===== src/rtl/mem_stage.sv =====
// Pipeline MEM stage: issues one data-memory request per load/store, holds it until ack,
// aligns store data/byte lanes and formats load data into the registered MEM/WB outputs.
module mem_stage (
   input  logic        clk,
   input  logic        rst,
   input  logic        i_valid,
   input  logic [1:0]  i_rd_dest_select,
   input  logic [2:0]  i_store_sel,
   input  logic [2:0]  i_load_sel,
   input  logic        i_dmem_ren,
   input  logic        i_dmem_wen,
   input  logic [31:0] i_alu_result,
   input  logic [31:0] i_immediate,
   input  logic [31:0] i_pc_plus_4,
   input  logic [31:0] i_rs2_data,
   input  logic [4:0]  i_rd_addr,
   input  logic        i_rd_wen,
   output logic        o_dmem_req,
   output logic        o_dmem_we,
   output logic [31:0] o_dmem_addr,
   output logic [31:0] o_dmem_wdata,
   output logic [3:0]  o_dmem_mask,
   input  logic        i_dmem_ack,
   input  logic [31:0] i_dmem_rdata,
   output logic        o_stall,
   output logic        o_wb_valid,
   output logic [4:0]  o_wb_rd_addr,
   output logic        o_wb_rd_wen,
   output logic [31:0] o_wb_data,
   output logic        o_misaligned
);

   typedef enum logic {IDLE = 1'b0, BUSY = 1'b1} state_t;

   state_t      r_state, w_state_next;
   logic        w_access, w_is_store, w_misaligned, w_accept;
   logic [2:0]  w_size;          // one-hot: [0] byte, [1] half, [2] word
   logic [31:0] w_st_wdata, w_ld_shift, w_ld_data;
   logic [3:0]  w_st_mask;

   logic        r_dmem_we;
   logic [31:0] r_dmem_addr, r_dmem_wdata;
   logic [3:0]  r_dmem_mask;
   logic [1:0]  r_byte_off, r_dest;
   logic [2:0]  r_load_sel;
   logic [31:0] r_alu, r_imm, r_pc4;
   logic [4:0]  r_rd_addr;
   logic        r_rd_wen;

   function automatic logic [31:0] f_wb_mux(input logic [1:0]  sel,
                                            input logic [31:0] alu,
                                            input logic [31:0] ld,
                                            input logic [31:0] imm,
                                            input logic [31:0] pc4);
      case (sel)
         2'b00:   return alu;
         2'b01:   return ld;
         2'b10:   return imm;
         default: return pc4;
      endcase
   endfunction

   assign w_is_store = i_dmem_wen;
   assign w_access   = i_valid & (i_dmem_ren | i_dmem_wen);

   always_comb begin
      w_size = 3'b100;
      if (w_is_store) begin
         case (i_store_sel)
            3'b000:  w_size = 3'b001;
            3'b001:  w_size = 3'b010;
            default: w_size = 3'b100;
         endcase
      end else begin
         case (i_load_sel)
            3'b000, 3'b100: w_size = 3'b001;
            3'b001, 3'b101: w_size = 3'b010;
            default:        w_size = 3'b100;
         endcase
      end
   end

   assign w_misaligned = w_access & ((w_size[1] & i_alu_result[0]) |
                                     (w_size[2] & (|i_alu_result[1:0])));
   assign w_accept     = w_access & ~w_misaligned;

   always_comb begin
      w_st_wdata = 32'd0;
      w_st_mask  = 4'b0000;
      if (w_is_store) begin
         if (w_size[0]) begin
            w_st_wdata = {4{i_rs2_data[7:0]}};
            w_st_mask  = 4'b0001 << i_alu_result[1:0];
         end else if (w_size[1]) begin
            w_st_wdata = {2{i_rs2_data[15:0]}};
            w_st_mask  = 4'b0011 << i_alu_result[1:0];
         end else begin
            w_st_wdata = i_rs2_data;
            w_st_mask  = 4'b1111;
         end
      end
   end

   // Load word is returned aligned; move the addressed byte/half down to bit 0.
   assign w_ld_shift = i_dmem_rdata >> {r_byte_off, 3'b000};

   always_comb begin
      case (r_load_sel)
         3'b000:  w_ld_data = {{24{w_ld_shift[7]}},  w_ld_shift[7:0]};
         3'b001:  w_ld_data = {{16{w_ld_shift[15]}}, w_ld_shift[15:0]};
         3'b100:  w_ld_data = {24'd0, w_ld_shift[7:0]};
         3'b101:  w_ld_data = {16'd0, w_ld_shift[15:0]};
         default: w_ld_data = w_ld_shift;
      endcase
   end

   always_ff @(posedge clk) begin
      if (rst) r_state <= IDLE;
      else     r_state <= w_state_next;
   end

   always_comb begin
      w_state_next = r_state;
      case (r_state)
         IDLE:    if (w_accept)   w_state_next = BUSY;
         default: if (i_dmem_ack) w_state_next = IDLE;
      endcase
   end

   always_comb begin
      o_dmem_req = 1'b0;
      o_stall    = 1'b0;
      case (r_state)
         IDLE:    o_stall = w_accept;
         default: begin
            o_dmem_req = 1'b1;
            o_stall    = ~i_dmem_ack;
         end
      endcase
   end

   always_ff @(posedge clk) begin
      if (rst) begin
         r_dmem_we    <= 1'b0;
         r_dmem_addr  <= 32'd0;
         r_dmem_wdata <= 32'd0;
         r_dmem_mask  <= 4'b0000;
         r_byte_off   <= 2'd0;
         r_dest       <= 2'd0;
         r_load_sel   <= 3'd0;
         r_alu        <= 32'd0;
         r_imm        <= 32'd0;
         r_pc4        <= 32'd0;
         r_rd_addr    <= 5'd0;
         r_rd_wen     <= 1'b0;
      end else if (r_state == IDLE && w_accept) begin
         r_dmem_we    <= w_is_store;
         r_dmem_addr  <= {i_alu_result[31:2], 2'b00};
         r_dmem_wdata <= w_st_wdata;
         r_dmem_mask  <= w_st_mask;
         r_byte_off   <= i_alu_result[1:0];
         r_dest       <= i_rd_dest_select;
         r_load_sel   <= i_load_sel;
         r_alu        <= i_alu_result;
         r_imm        <= i_immediate;
         r_pc4        <= i_pc_plus_4;
         r_rd_addr    <= i_rd_addr;
         r_rd_wen     <= i_rd_wen;
      end
   end

   always_ff @(posedge clk) begin
      if (rst) begin
         o_wb_valid   <= 1'b0;
         o_wb_rd_addr <= 5'd0;
         o_wb_rd_wen  <= 1'b0;
         o_wb_data    <= 32'd0;
         o_misaligned <= 1'b0;
      end else if (r_state == IDLE) begin
         o_wb_valid   <= i_valid & ~w_accept;
         o_wb_rd_wen  <= i_valid & ~w_access & i_rd_wen;
         o_misaligned <= w_misaligned;
         if (i_valid && !w_accept) begin
            o_wb_rd_addr <= i_rd_addr;
            o_wb_data    <= w_misaligned ? 32'd0 :
                            f_wb_mux(i_rd_dest_select, i_alu_result, 32'd0,
                                     i_immediate, i_pc_plus_4);
         end
      end else begin
         o_wb_valid   <= i_dmem_ack;
         o_wb_rd_wen  <= i_dmem_ack & ~r_dmem_we & r_rd_wen;
         o_misaligned <= 1'b0;
         if (i_dmem_ack) begin
            o_wb_rd_addr <= r_rd_addr;
            o_wb_data    <= f_wb_mux(r_dest, r_alu, w_ld_data, r_imm, r_pc4);
         end
      end
   end

   assign o_dmem_we    = r_dmem_we;
   assign o_dmem_addr  = r_dmem_addr;
   assign o_dmem_wdata = r_dmem_wdata;
   assign o_dmem_mask  = r_dmem_mask;

endmodule


===== config.mk =====
export PLATFORM = sky130hd
export DESIGN_NAME = mem_stage
export DESIGN_NICKNAME = d
export VERILOG_FILES = /design/src/rtl/mem_stage.sv
export SDC_FILE = /design/constraint.sdc
export NUM_CORES = 1
export LEC_CHECK = 0
export CAP_MARGIN = 20
export CORE_ASPECT_RATIO = 1.2
export CORE_MARGIN = 1
export CORE_UTILIZATION = 35
export DETAILED_ROUTE_END_ITERATION = 16
export HOLD_SLACK_MARGIN = 0.06
export PLACE_DENSITY_LB_ADDON = 0.15
export SLEW_MARGIN = 5
export SYNTH_ARGS = -nofsm -noshare
export SYNTH_HDL_FRONTEND = slang
export SYNTH_SLANG_ARGS = --single-unit

===== constraint.sdc =====
create_clock -name clk -period 5.69 [get_ports clk]
set_input_delay 1.138 -clock clk [delete_from_list [all_inputs] [get_ports clk]]
set_output_delay 1.138 -clock clk [all_outputs]
set_load 0.02 [all_outputs]

==> results.yml, run 1 <==
synth:
  ys_seq_elements: 185
  ys_seq_area_share_pct: 37.51
  synth-main-ff-cell: "dfxtp_1"
  syn_area_mm2: 0.009874
  syn_avg_cell_area_um2: 8.134
  async_reset_ff_share_pct: 0
  yosysUniqueCellTypes: 59
  yosysWarningCount: 0
  synth_cells: 1214
  synth-edff-count: 0
power_and_ir_drop:
  power_density_mw_per_mm2: 257.0
  vdd_drop_max_mv: 0.1768
  p_leak_nw: 4.439
critical_path:
  worstPathMaxFanout: 6
  crit_type: "in -> out"
  worstPathRequired_ns: 4.55
  worst_path_most_repeated_cell: "clkdlybuf4s50_1"
  max_stage_delay_ns: 0.65
  critPathLaunch: "i_alu_result[0]"
  r2r_slack_ns: 2.78
  crit_path_cell_trace: "clkdlybuf4s50_1, inv_1, ha_1, o311ai_1, or2_4, o21ai_1, clkdlybuf4s50_1"
  crit_buf_inv: 3
  cp-end-kind: "primary output"
  cp_top_family: "buffers and inverters"
  startpoint_type: "primary input"
  cpMaxStageDelayCell: "o311ai_1"
  critPathArrivalTime_ns: 3.74
  r2r_start: "r_state"
route:
  routed_wl_mm: 34.93
  drtIter0Drc: 539
  routedWlPerCell_um: 19.44
  first_pass_iters: 5
  vias: 9455
  drt-vias-per-instance: 5.262
  postRouteAntennaNets: 0
  drc: 0
clocking:
  worst_skew_pair.late_latency_ns: 0.43
  cts.sinks: 185
  clk_pin_slew_ns: 0.07
  h-tree-depth: 4
  clock_path_buffers: 2
  postCtsSetupBuffers: 0
  cts-hold-fix-buffers: 0
  cts_buffers: 17
  cts-root-buf: "clkbuf_16"
  cts-resized-gates: 0
  cts_tree: "yes"
timing:
  rsz0062_at_grt: "false"
  finClkSkew_ns: 0.01419
  tightest_slew_ns: 1.126
  hold-worst-slack_ns: 0.4536
  finalHoldViolations: 0
  tns_ns: 0
  setup_viol: 0
  min_period_over_period_pct: 85.65
  drv_slew: 0
  min_period_ns: 4.874
  fmax_mhz: 205.2
  slew_headroom_pct: 24.88
finish:
  nNetsFinal: 1583
  stdcell_area_mm2: 0.01319
  layout_common_cells: "285 x clkdlybuf4s50_1, 269 x nand2_1, 185 x a21oi_1"
  final_layout_size_suffix_gt1_share_pct: 10.27
  syn_to_final_growth_pct: 33.59
  final_common_cell: "clkdlybuf4s50_1"
placed_design:
  gp_congestion: 0.8318
  port_buffers: 288
  place.detailed.hpwl_mm: 24.14
  placed_area_mm2: 0.01260
run:
  drv_cap: 0
grt:
  grt_usage_pct: 24.08
  grt_pass1_vias: 9352
  overflow: 0
  antenna_found_initial: 2
  grt_first_pass_wirelength_mm: 53.14
  grt_start_max_net_pins: 91
worst_hold_path:
  hp-start: "r_imm[15]"
  hold_path.class: "reg -> reg"
outcome:
  status: "completed"
die:
  die_area_mm2: 0.02889
  initial_utilization_pct: 35.48
  die_height_um: 186.0
  io_pins: 291
  core_area_mm2: 0.02783
  fp-row-count: 67
  die_w_um: 155.3
-- state kept, by name (all words and copies together) (netlist names) --
signal	flops
r_pc4	32
o_wb_rd_addr	5
r_byte_off	1
r_imm	32
o_dmem_mask	4
r_rd_wen	1
o_wb_valid	1
r_rd_addr	5
o_misaligned	1
o_dmem_we	1
o_wb_rd_wen	1
o_wb_data	32
o_dmem_wdata	32
r_alu	31
r_dest	2
r_load_sel	3
r_state	1
-- final cells by class --
cell class / count / area (µm²)
Fill cell: 2814 / 14640
Clock buffer: 19 / 452.9
Sequential cell: 185 / 3707
Timing Repair Buffer: 304 / 2994
Multi-Input combinational cell: 886 / 5403
Clock inverter: 13 / 126.4
Antenna cell: 6 / 15.01
Inverter: 5 / 18.77
Tap cell: 379 / 474.2
-- per-stage QoR --
stage / power, mW / util [%] / worst slack [ns] / instances
after floorplan: 1.897 / - / 2.200 / 1215
after global placement: 2.227 / 45.26 / 0.8757 / 1759
after detailed placement: 2.233 / 45.26 / 0.8101 / 1759
after CTS: 3.425 / 47.34 / 0.8075 / 1791
after global routing: 3.551 / 47.36 / 0.6913 / 1793
final: 3.390 / 47.40 / 0.8164 / 1797
-- synthesized netlist by cell type (17+ instances only) --
| library cell | instances | area [µm²] |
|---|---|---|
| buf_4 | 51 | 382.9 |
| o21ai_0 | 20 | 100.1 |
| nand2_1 | 269 | 1010 |
| nand3_1 | 26 | 130.1 |
| o221ai_1 | 21 | 183.9 |
| a21oi_1 | 185 | 925.9 |
| mux2_2 | 38 | 427.9 |
| dfxtp_1 | 185 | 3704 |
| a311oi_2 | 19 | 285.3 |
| nor2b_1 | 19 | 118.9 |
| a22o_1 | 28 | 245.2 |
| nor2_1 | 71 | 266.5 |
| clkbuf_1 | 63 | 236.5 |
| buf_2 | 17 | 85.08 |
| mux2i_1 | 54 | 540.5 |
-- cell families after synthesis --
kind of cell	synth area share (%)
simple gates	18.51
compound gates	25.28
flops	37.51
buf+inv	8.008
mux	10.15
fa+ha+maj	0.5069
other cells	0.03798
-- layer usage --
metal	GRT usage (%)	part of all wire [%]	vias up
li1	-	-	4615
met4	8.000	1.8	0
met3	5.751	6.2	32
met2	41.13	49	278
met5	0	0	-
met1	29.59	43	4530
-- where the power goes --
| part | switching, mW | internal [mW] |
|---|---|---|
| registers | 0.0527 | 1.37 |
| logic | 0.419 | 0.357 |
| clock network | 0.584 | 0.606 |
| total | 1.06 | 2.33 |
-- worst paths after layout --
path                                         end  cells after the start
worst max-delay path                     o_stall                      7
worst min-delay path                   r_imm[15]                      2
worst max register to register  o_dmem_wdata[29]                      7
worst min register to register         r_imm[15]                      2
-- worst reg2reg max path, cell delays in order (launching register included) --
cell	delay, ns
dfxtp_2	0.34
buf_4	0.49
nor2b_1	0.19
o311ai_1	0.23
or2_4	0.25
buf_4	0.78
nor3b_2	0.25
a22o_1	0.29
(Power assumes the default switching activity.)
==> run 2, diff against run 1 <==
--- a/config.mk
+++ b/config.mk
@@ -12,7 +12,7 @@
 export DETAILED_ROUTE_END_ITERATION = 16
 export HOLD_SLACK_MARGIN = 0.06
 export PLACE_DENSITY_LB_ADDON = 0.15
-export SLEW_MARGIN = 5
+export SLEW_MARGIN = 10
 export SYNTH_ARGS = -nofsm -noshare
 export SYNTH_HDL_FRONTEND = slang
 export SYNTH_SLANG_ARGS = --single-unit
==> results of run 2 <==
The final DEF is identical to that of run 1; final timing and power are the same.
